## config.mk

```make
export PLATFORM = sky130hd
export DESIGN_NAME = pipe_hazard_ctrl
export DESIGN_NICKNAME = d
export VERILOG_FILES = /design/src/rtl/pipe_ctrl_pkg.sv /design/src/rtl/pipe_scoreboard.sv /design/src/rtl/pipe_hazard_ctrl.sv
export SDC_FILE = /design/constraint.sdc
export NUM_CORES = 1
export LEC_CHECK = 0
export CAP_MARGIN = 20
export CORE_MARGIN = 2
export CORE_UTILIZATION = 50
export CTS_BUF_LIST = sky130_fd_sc_hd__clkbuf_8
export CTS_CLUSTER_SIZE = 8
export DETAILED_ROUTE_END_ITERATION = 12
export GPL_ROUTABILITY_DRIVEN = 0
export PLACE_DENSITY = 0.78
export RECOVER_POWER = 100
export SYNTH_ARGS = -nofsm -noshare
export SYNTH_HDL_FRONTEND = slang
export SYNTH_SLANG_ARGS = --single-unit
export TNS_END_PERCENT = 50
```

## constraint.sdc

```tcl
create_clock -name clk -period 2.7 [get_ports clk]
set_input_delay 0.54 -clock clk [delete_from_list [all_inputs] [get_ports clk]]
set_output_delay 0.54 -clock clk [all_outputs]
set_load 0.05 [all_outputs]
```

## src/rtl/pipe_ctrl_pkg.sv

```systemverilog
// rtl/pipe_ctrl_pkg.sv - shared types and helpers for the pipeline hazard controller
package pipe_ctrl_pkg;

  localparam int REG_ADDR_W = 4;

  typedef enum logic [1:0] {
    RUN   = 2'd0,
    STALL = 2'd1,
    FLUSH = 2'd2
  } state_e;

  typedef enum logic [1:0] {
    FWD_RF  = 2'd0,
    FWD_MEM = 2'd1,
    FWD_WB  = 2'd2
  } fwd_sel_e;

  typedef struct packed {
    logic                  valid;
    logic [REG_ADDR_W-1:0] dst;
    logic                  wre;
    logic                  is_load;
  } sb_entry_t;

  // An in-flight writer hits a source only when that source is actually read.
  function automatic logic entry_hits(input sb_entry_t e, input logic [REG_ADDR_W-1:0] src,
                                      input logic uses);
    return e.valid && e.wre && uses && (e.dst == src);
  endfunction

endpackage

```

## src/rtl/pipe_scoreboard.sv

```systemverilog
// rtl/pipe_scoreboard.sv - EX/MEM/WB destination scoreboard with per-source match vectors
module pipe_scoreboard
  import pipe_ctrl_pkg::*;
(
  input  logic                  clk,
  input  logic                  reset,
  input  logic                  advance,
  input  sb_entry_t             id_entry,
  input  logic [REG_ADDR_W-1:0] src_a,
  input  logic                  uses_a,
  input  logic [REG_ADDR_W-1:0] src_b,
  input  logic                  uses_b,
  output logic [2:0]            match_a,
  output logic [2:0]            match_b,
  output logic                  ex_load
);

  sb_entry_t ex_q;
  sb_entry_t mem_q;
  sb_entry_t wb_q;

  always_ff @(posedge clk or negedge reset) begin
    if (!reset) begin
      ex_q  <= '0;
      mem_q <= '0;
      wb_q  <= '0;
    end else begin
      ex_q  <= advance ? id_entry : '0;
      mem_q <= ex_q;
      wb_q  <= mem_q;
    end
  end

  // Bit 0 is the youngest stage (EX), bit 2 the oldest (WB).
  always_comb begin
    match_a = {entry_hits(wb_q, src_a, uses_a), entry_hits(mem_q, src_a, uses_a),
               entry_hits(ex_q, src_a, uses_a)};
    match_b = {entry_hits(wb_q, src_b, uses_b), entry_hits(mem_q, src_b, uses_b),
               entry_hits(ex_q, src_b, uses_b)};
  end

  assign ex_load = ex_q.valid & ex_q.is_load;

  logic unused_wb_load;
  assign unused_wb_load = wb_q.is_load;

endmodule

```

## src/rtl/pipe_hazard_ctrl.sv

```systemverilog
// rtl/pipe_hazard_ctrl.sv - stall/flush sequencing for the 5-stage pipe; PIPE_FORWARDING_EN adds operand forwarding
module pipe_hazard_ctrl
  import pipe_ctrl_pkg::*;
#(
  parameter int unsigned FLUSH_CYCLES = 2
) (
  input  logic                  clk,
  input  logic                  reset,
  input  logic                  id_valid,
  input  logic [REG_ADDR_W-1:0] id_src_a,
  input  logic [REG_ADDR_W-1:0] id_src_b,
  input  logic                  id_uses_a,
  input  logic                  id_uses_b,
  input  logic [REG_ADDR_W-1:0] id_dst,
  input  logic                  id_wre,
  input  logic                  id_is_load,
  input  logic                  jump_taken,
  output logic                  pc_en,
  output logic                  fd_en,
  output logic                  fd_flush,
  output logic                  de_bubble,
  output logic [1:0]            fwd_a_sel,
  output logic [1:0]            fwd_b_sel,
  output logic [15:0]           stall_cycles
);

  state_e     state_q;
  state_e     state_d;
  logic [1:0] flush_cnt_q;
  logic [1:0] flush_cnt_d;
  logic [2:0] match_a;
  logic [2:0] match_b;
  logic       ex_load;
  logic       hazard_raw;
  logic       hazard;
  logic       stall_now;
  logic       advance;
  sb_entry_t  id_entry;

  assign id_entry = {id_valid, id_dst, id_wre, id_is_load};
  assign advance  = ~de_bubble;

  pipe_scoreboard u_scoreboard (
    .clk      (clk),
    .reset    (reset),
    .advance  (advance),
    .id_entry (id_entry),
    .src_a    (id_src_a),
    .uses_a   (id_uses_a),
    .src_b    (id_src_b),
    .uses_b   (id_uses_b),
    .match_a  (match_a),
    .match_b  (match_b),
    .ex_load  (ex_load)
  );

`ifdef PIPE_FORWARDING_EN
  assign hazard_raw = ex_load & (match_a[0] | match_b[0]);
`else
  assign hazard_raw = (|match_a) | (|match_b);
`endif

  assign hazard = reset & id_valid & hazard_raw;

  always_ff @(posedge clk or negedge reset) begin
    if (!reset) begin
      state_q     <= RUN;
      flush_cnt_q <= 2'd0;
    end else begin
      state_q     <= state_d;
      flush_cnt_q <= flush_cnt_d;
    end
  end

  // The jump cycle itself is the first flush cycle, so FLUSH lasts FLUSH_CYCLES-1 cycles.
  always_comb begin
    state_d     = state_q;
    flush_cnt_d = flush_cnt_q;
    case (state_q)
      FLUSH: begin
        if (flush_cnt_q >= 2'(FLUSH_CYCLES - 1)) begin
          state_d = RUN;
        end else begin
          flush_cnt_d = flush_cnt_q + 2'd1;
        end
      end
      default: begin
        if (jump_taken) begin
          state_d     = (FLUSH_CYCLES > 1) ? FLUSH : RUN;
          flush_cnt_d = 2'd1;
        end else if (hazard) begin
          state_d = STALL;
        end else begin
          state_d = RUN;
        end
      end
    endcase
  end

  always_comb begin
    pc_en     = 1'b0;
    fd_en     = 1'b0;
    fd_flush  = 1'b1;
    de_bubble = 1'b1;
    stall_now = 1'b0;
    if (reset) begin
      if (state_q == FLUSH || jump_taken) begin
        pc_en     = 1'b1;
        fd_en     = 1'b1;
        fd_flush  = 1'b1;
        de_bubble = 1'b1;
      end else if (hazard) begin
        pc_en     = 1'b0;
        fd_en     = 1'b0;
        fd_flush  = 1'b0;
        de_bubble = 1'b1;
        stall_now = 1'b1;
      end else begin
        pc_en     = 1'b1;
        fd_en     = 1'b1;
        fd_flush  = 1'b0;
        de_bubble = 1'b0;
      end
    end
  end

  always_ff @(posedge clk or negedge reset) begin
    if (!reset) begin
      stall_cycles <= 16'd0;
    end else if (stall_now && stall_cycles != 16'hFFFF) begin
      stall_cycles <= stall_cycles + 16'd1;
    end
  end

`ifdef PIPE_FORWARDING_EN
  fwd_sel_e fwd_a_q;
  fwd_sel_e fwd_b_q;

  // Youngest producer wins: EX match means the value sits in MEM next cycle.
  function automatic fwd_sel_e fwd_pick(input logic [2:0] m);
    if (m[0]) return FWD_MEM;
    if (m[1]) return FWD_WB;
    return FWD_RF;
  endfunction

  always_ff @(posedge clk or negedge reset) begin
    if (!reset) begin
      fwd_a_q <= FWD_RF;
      fwd_b_q <= FWD_RF;
    end else if (advance && id_valid) begin
      fwd_a_q <= fwd_pick(match_a);
      fwd_b_q <= fwd_pick(match_b);
    end else begin
      fwd_a_q <= FWD_RF;
      fwd_b_q <= FWD_RF;
    end
  end

  assign fwd_a_sel = fwd_a_q;
  assign fwd_b_sel = fwd_b_q;

  logic unused_wb_match;
  assign unused_wb_match = match_a[2] | match_b[2];
`else
  assign fwd_a_sel = 2'd0;
  assign fwd_b_sel = 2'd0;

  logic unused_ex_load;
  assign unused_ex_load = ex_load;
`endif

endmodule

```

==> reports/summary.log, run 1 <==
qor: sta.rsz0062_at_grt false
qor: worst_hold_path.timing.hold.worst.class in -> async
qor: sta.setup_violations 0
qor: setup_path.ff2ff_path_depth 10
qor: sta.period_share 95.62%
qor: die.fp.dieArea 4198 um2
qor: drt.routed_wire_length_per_instance 13.82 um
qor: grt.grt_pass1_wl 6292 um
qor: clock_tree.tritoncts yes
qor: pwr.share_of_power_burned_in_the_clock_network 39.9%
qor: sta.worst_slew_margin_rel 16.17%
qor: die.die_h 64.80 um
qor: pwr.power.share.sequential 50.0%
qor: setup_path.crit_path_class in -> out
qor: drt.route.antenna.remaining_nets 0
qor: clock_tree.cts.hold.buffers_added 0
qor: grt.grt_use_total 19.40%
qor: yosys.synth_enable_flop_cells 0
qor: pwr.cellInternalPower 0.9005 mW
qor: yosys.post_synth_instance_area 1848 um2
qor: grt.grt_antenna_before_repair 0
qor: sta.fmaxAchievable 0.3873 GHz
qor: finish.stdcell_count 262
qor: setup_path.worst_ep_required_time 2.16 ns
qor: yosys.post-synth-top-count-cell sky130_fd_sc_hd__dfrtp_1
qor: finish.drive_above_1_share 13.55%
qor: grt.grt_pass1_vias 1437
qor: yosys.ys.warnings.count 0
qor: place.dp_cells 252
qor: grt.grt_max_degree 26
qor: finish.finish.net_count 235
qor: yosys.yosysUniqueCellTypes 31
qor: die.core-area 3606 um2
qor: finish.areaGrowthSynthToFinish 31.48%
qor: drt.avgViaCountPerCell 5.122
qor: setup_path.crit_family simple AND/OR/NAND/NOR gates
qor: setup_path.slowest_library_cell_on_the_worst_path sky130_fd_sc_hd__nor4_2
qor: yosys.post_synth.cell_area_avg 11.48 um2
qor: drt.detail_route.drc_violations 0
qor: yosys.synthTopCellsByCount 38 x sky130_fd_sc_hd__dfrtp_1, 19 x sky130_fd_sc_hd__xnor2_1, 18 x sky130_fd_sc_hd__xor2_1
qor: yosys.asyncSetResetFlopFracSynth 100.0%
qor: die.placement_rows 22
qor: setup_path.crit_arrival 2.04 ns
qor: run.cap_violations 0
qor: clock_tree.cts_sinks 38
qor: setup_path.r2r_setup_slk 0.34 ns
qor: clock_tree.cts_made_buffers 5
qor: pwr.irDropWorstVdd 276.3 uV
qor: yosys.gate_count_after_technology_mapping 161
qor: pwr.power.leakage 1.167 nW
qor: setup_path.endpoint_kind output port
qor: setup_path.crit_path_frequent_cell sky130_fd_sc_hd__nor2b_4
qor: yosys.yosys_register_bits 38
qor: yosys.synth_top_flop_cell sky130_fd_sc_hd__dfrtp_1
qor: sta.timing.final.crit_period 2.582 ns
qor: clock_tree.clock_tree.root_cell sky130_fd_sc_hd__clkbuf_8
qor: yosys.synth.top_cell.area_share 51.46%
qor: clock_tree.deepest_clock_path_buffer_count 2
qor: pwr.power.share.combinational 10.1%
qor: finish.multiInputGateArea 848.3 um2
qor: pwr.powerDensity 484.0 nW/um2
qor: clock_tree.cts_max_level 2
qor: place.post_place_setup_slack -0.2618 ns
qor: setup_path.cp_num_buf_inv 2
qor: place.hpwlAfterDp 2755 um
qor: clock_tree.worst_skew_pair.late_latency 0.29 ns
qor: finish.antenna_cells 0
qor: drt.detailroute.via_count 1342
qor: place.port_buffers 38
qor: sta.hold_violations 0
qor: drt.routed_wl 3622 um
qor: die.die_w 64.80 um
qor: setup_path.start_kind input pin
qor: pwr.design_power_total 1.176 mW
qor: yosys.netlist_top_cells_area sky130_fd_sc_hd__dfrtp_1 51%, sky130_fd_sc_hd__xnor2_1 9.0%, sky130_fd_sc_hd__xor2_1 8.5%
qor: clock_tree.worst_setup_hold_path_clk_slew 0.07 ns
qor: setup_path.timing.rr.start u_scoreboard.wb_q[4]
qor: setup_path.worst-path-max-fanout 3
qor: sta.worst_pin_slew 1.257 ns
qor: sta.final_max_slew_viol_count 0
qor: yosys.synth_top_area_cell sky130_fd_sc_hd__dfrtp_1
qor: die.start_util 51.25%
qor: status.run_status complete, no violations
qor: drt.detail_route.first_pass.iterations 4
qor: setup_path.worstReg2RegEnd stall_cycles[15]
qor: sta.post-route-worst-setup-slack 0.1183 ns
qor: finish.seq_area 950.9 um2
qor: grt.global_route_congestion_overflow_total 0
qor: drt.drt_iter0_drc 35
qor: finish.n_fill_cell 315
qor: setup_path.critical_path.cell_chain dlygate4sd2_1, xor2_1, nor4_1, nor4_2, nand2_2, nor2b_4, nor2b_4, buf_12
qor: yosys.synth_sequential_area_ratio 51.46%
qor: sta.fin_skew 0.003673 ns
qor: pwr.switching_share 23.42%
qor: setup_path.critPathMaxStageDelay 0.33 ns
qor: pwr.switchingPower 0.2754 mW
qor: die.io_pins 44
-- state kept, by name, summed over array words and instances (netlist names) --
name	flops
u_scoreboard.wb_q	6
u_scoreboard.mem_q	6
stall_cycles	16
state_q	2
u_scoreboard.ex_q	6
flush_cnt_q	2
-- worst max-delay path by stage --
stage / from / endpoint / slack, ns / depth (start not counted)
after global placement: id_src_a[2] / fd_en / -0.20 / 9
after detailed placement: id_src_b[2] / pc_en / -0.26 / 9
final: id_src_b[0] / pc_en / 0.12 / 8
after floorplan: id_src_a[2] / pc_en / 0.18 / 8
after CTS: id_uses_b / pc_en / 0.02 / 8
after global routing: id_src_a[0] / pc_en / 0.002 / 8
-- worst register-to-register path: stages, from the launching register on --
cell and delay [ns]:
sky130_fd_sc_hd__dfrtp_1 0.40, sky130_fd_sc_hd__xnor2_1 0.16, sky130_fd_sc_hd__nand4_1 0.12, sky130_fd_sc_hd__nor4_1 0.27, sky130_fd_sc_hd__nor4_2 0.11, sky130_fd_sc_hd__nand2_2 0.13, sky130_fd_sc_hd__clkbuf_4 0.14, sky130_fd_sc_hd__clkbuf_4 0.12
sky130_fd_sc_hd__clkbuf_1 0.33, sky130_fd_sc_hd__nand3_1 0.15, sky130_fd_sc_hd__mux2_1 0.32
-- routing by layer --
metal  global-route usage, %  share of wire (%)  vias up
met5                       0                  0        -
met4                   6.383                1.4        0
met3                   5.035                4.8        7
met2                   34.41                 53       33
met1                   22.74                 41      647
li1                        -                  -      655
-- layout make-up --
cell class,count,area share (%)
Sequential cell,38,39.13
Clock inverter,3,1.648
Tap cell,48,2.472
Multi-Input combinational cell,113,34.91
Timing Repair Buffer,48,17.92
Clock buffer,5,2.832
Inverter,7,1.081
-- placed cells by master, fill, tap and decap left out, drive strengths merged, types with 6 or more instances in the layout --
| cell | instances |
|---|---|
| and2 | 6 |
| buf | 7 |
| clkbuf | 15 |
| clkdlybuf4s50 | 6 |
| dfrtp | 38 |
| dlygate4sd3 | 17 |
| inv | 7 |
| nand2 | 8 |
| nand3 | 7 |
| nand4 | 15 |
| nor2 | 6 |
| nor4 | 7 |
| xnor2 | 19 |
| xor2 | 18 |
-- kinds of logic (layout without fill, tap and decap cells) --
family	after synthesis	in the layout	share of synthesized area (%)
other	1	4	0.2029
AO/OA/AOI/OAI	3	3	1.760
AND/OR/NAND/NOR	62	62	20.72
buffers and inverters	13	63	4.063
XOR/XNOR	37	37	17.54
adder cells (fa/ha/maj)	2	2	1.354
multiplexers	5	5	2.911
flip-flops	38	38	51.46
-- stage by stage --
step,hold slack (ns),util [%],instance area [um2],TNS (ns)
after floorplan,0.2444,-,1867,0
after global placement,0.3794,64.92,2341,-0.5404
after detailed placement,0.3915,64.92,2341,-0.6740
after CTS,0.2561,68.29,2462,0
after global routing,0.3599,67.38,2430,0
final,0.3460,67.38,2430,0
-- power groups by stage --
stage | Combinational, mW | Sequential, mW | Clock, mW
floorplan | 0.0632 | 0.598 | 0
CTS | 0.127 | 0.588 | 0.479
finish | 0.119 | 0.588 | 0.469
global placement | 0.127 | 0.598 | 0
global route | 0.129 | 0.589 | 0.508
detailed placement | 0.130 | 0.599 | 0
-- repair_timing --
| item | CTS | global route |
|---|---|---|
| pin swaps | 2 | 2 |
| buffers inserted | 2 | 0 |
| resized for setup | 10 | 8 |
| setup endpoints to repair | 3 | 3 |
Note: power is estimated with default switching activity, not from simulation.
==> run 2, diff against run 1 <==
Settings changed: CAP_MARGIN 20 to 25, CTS_CLUSTER_DIAMETER set to 150.
==> results of run 2 <==
The final DEF is identical to that of run 1; final timing and power are the same.
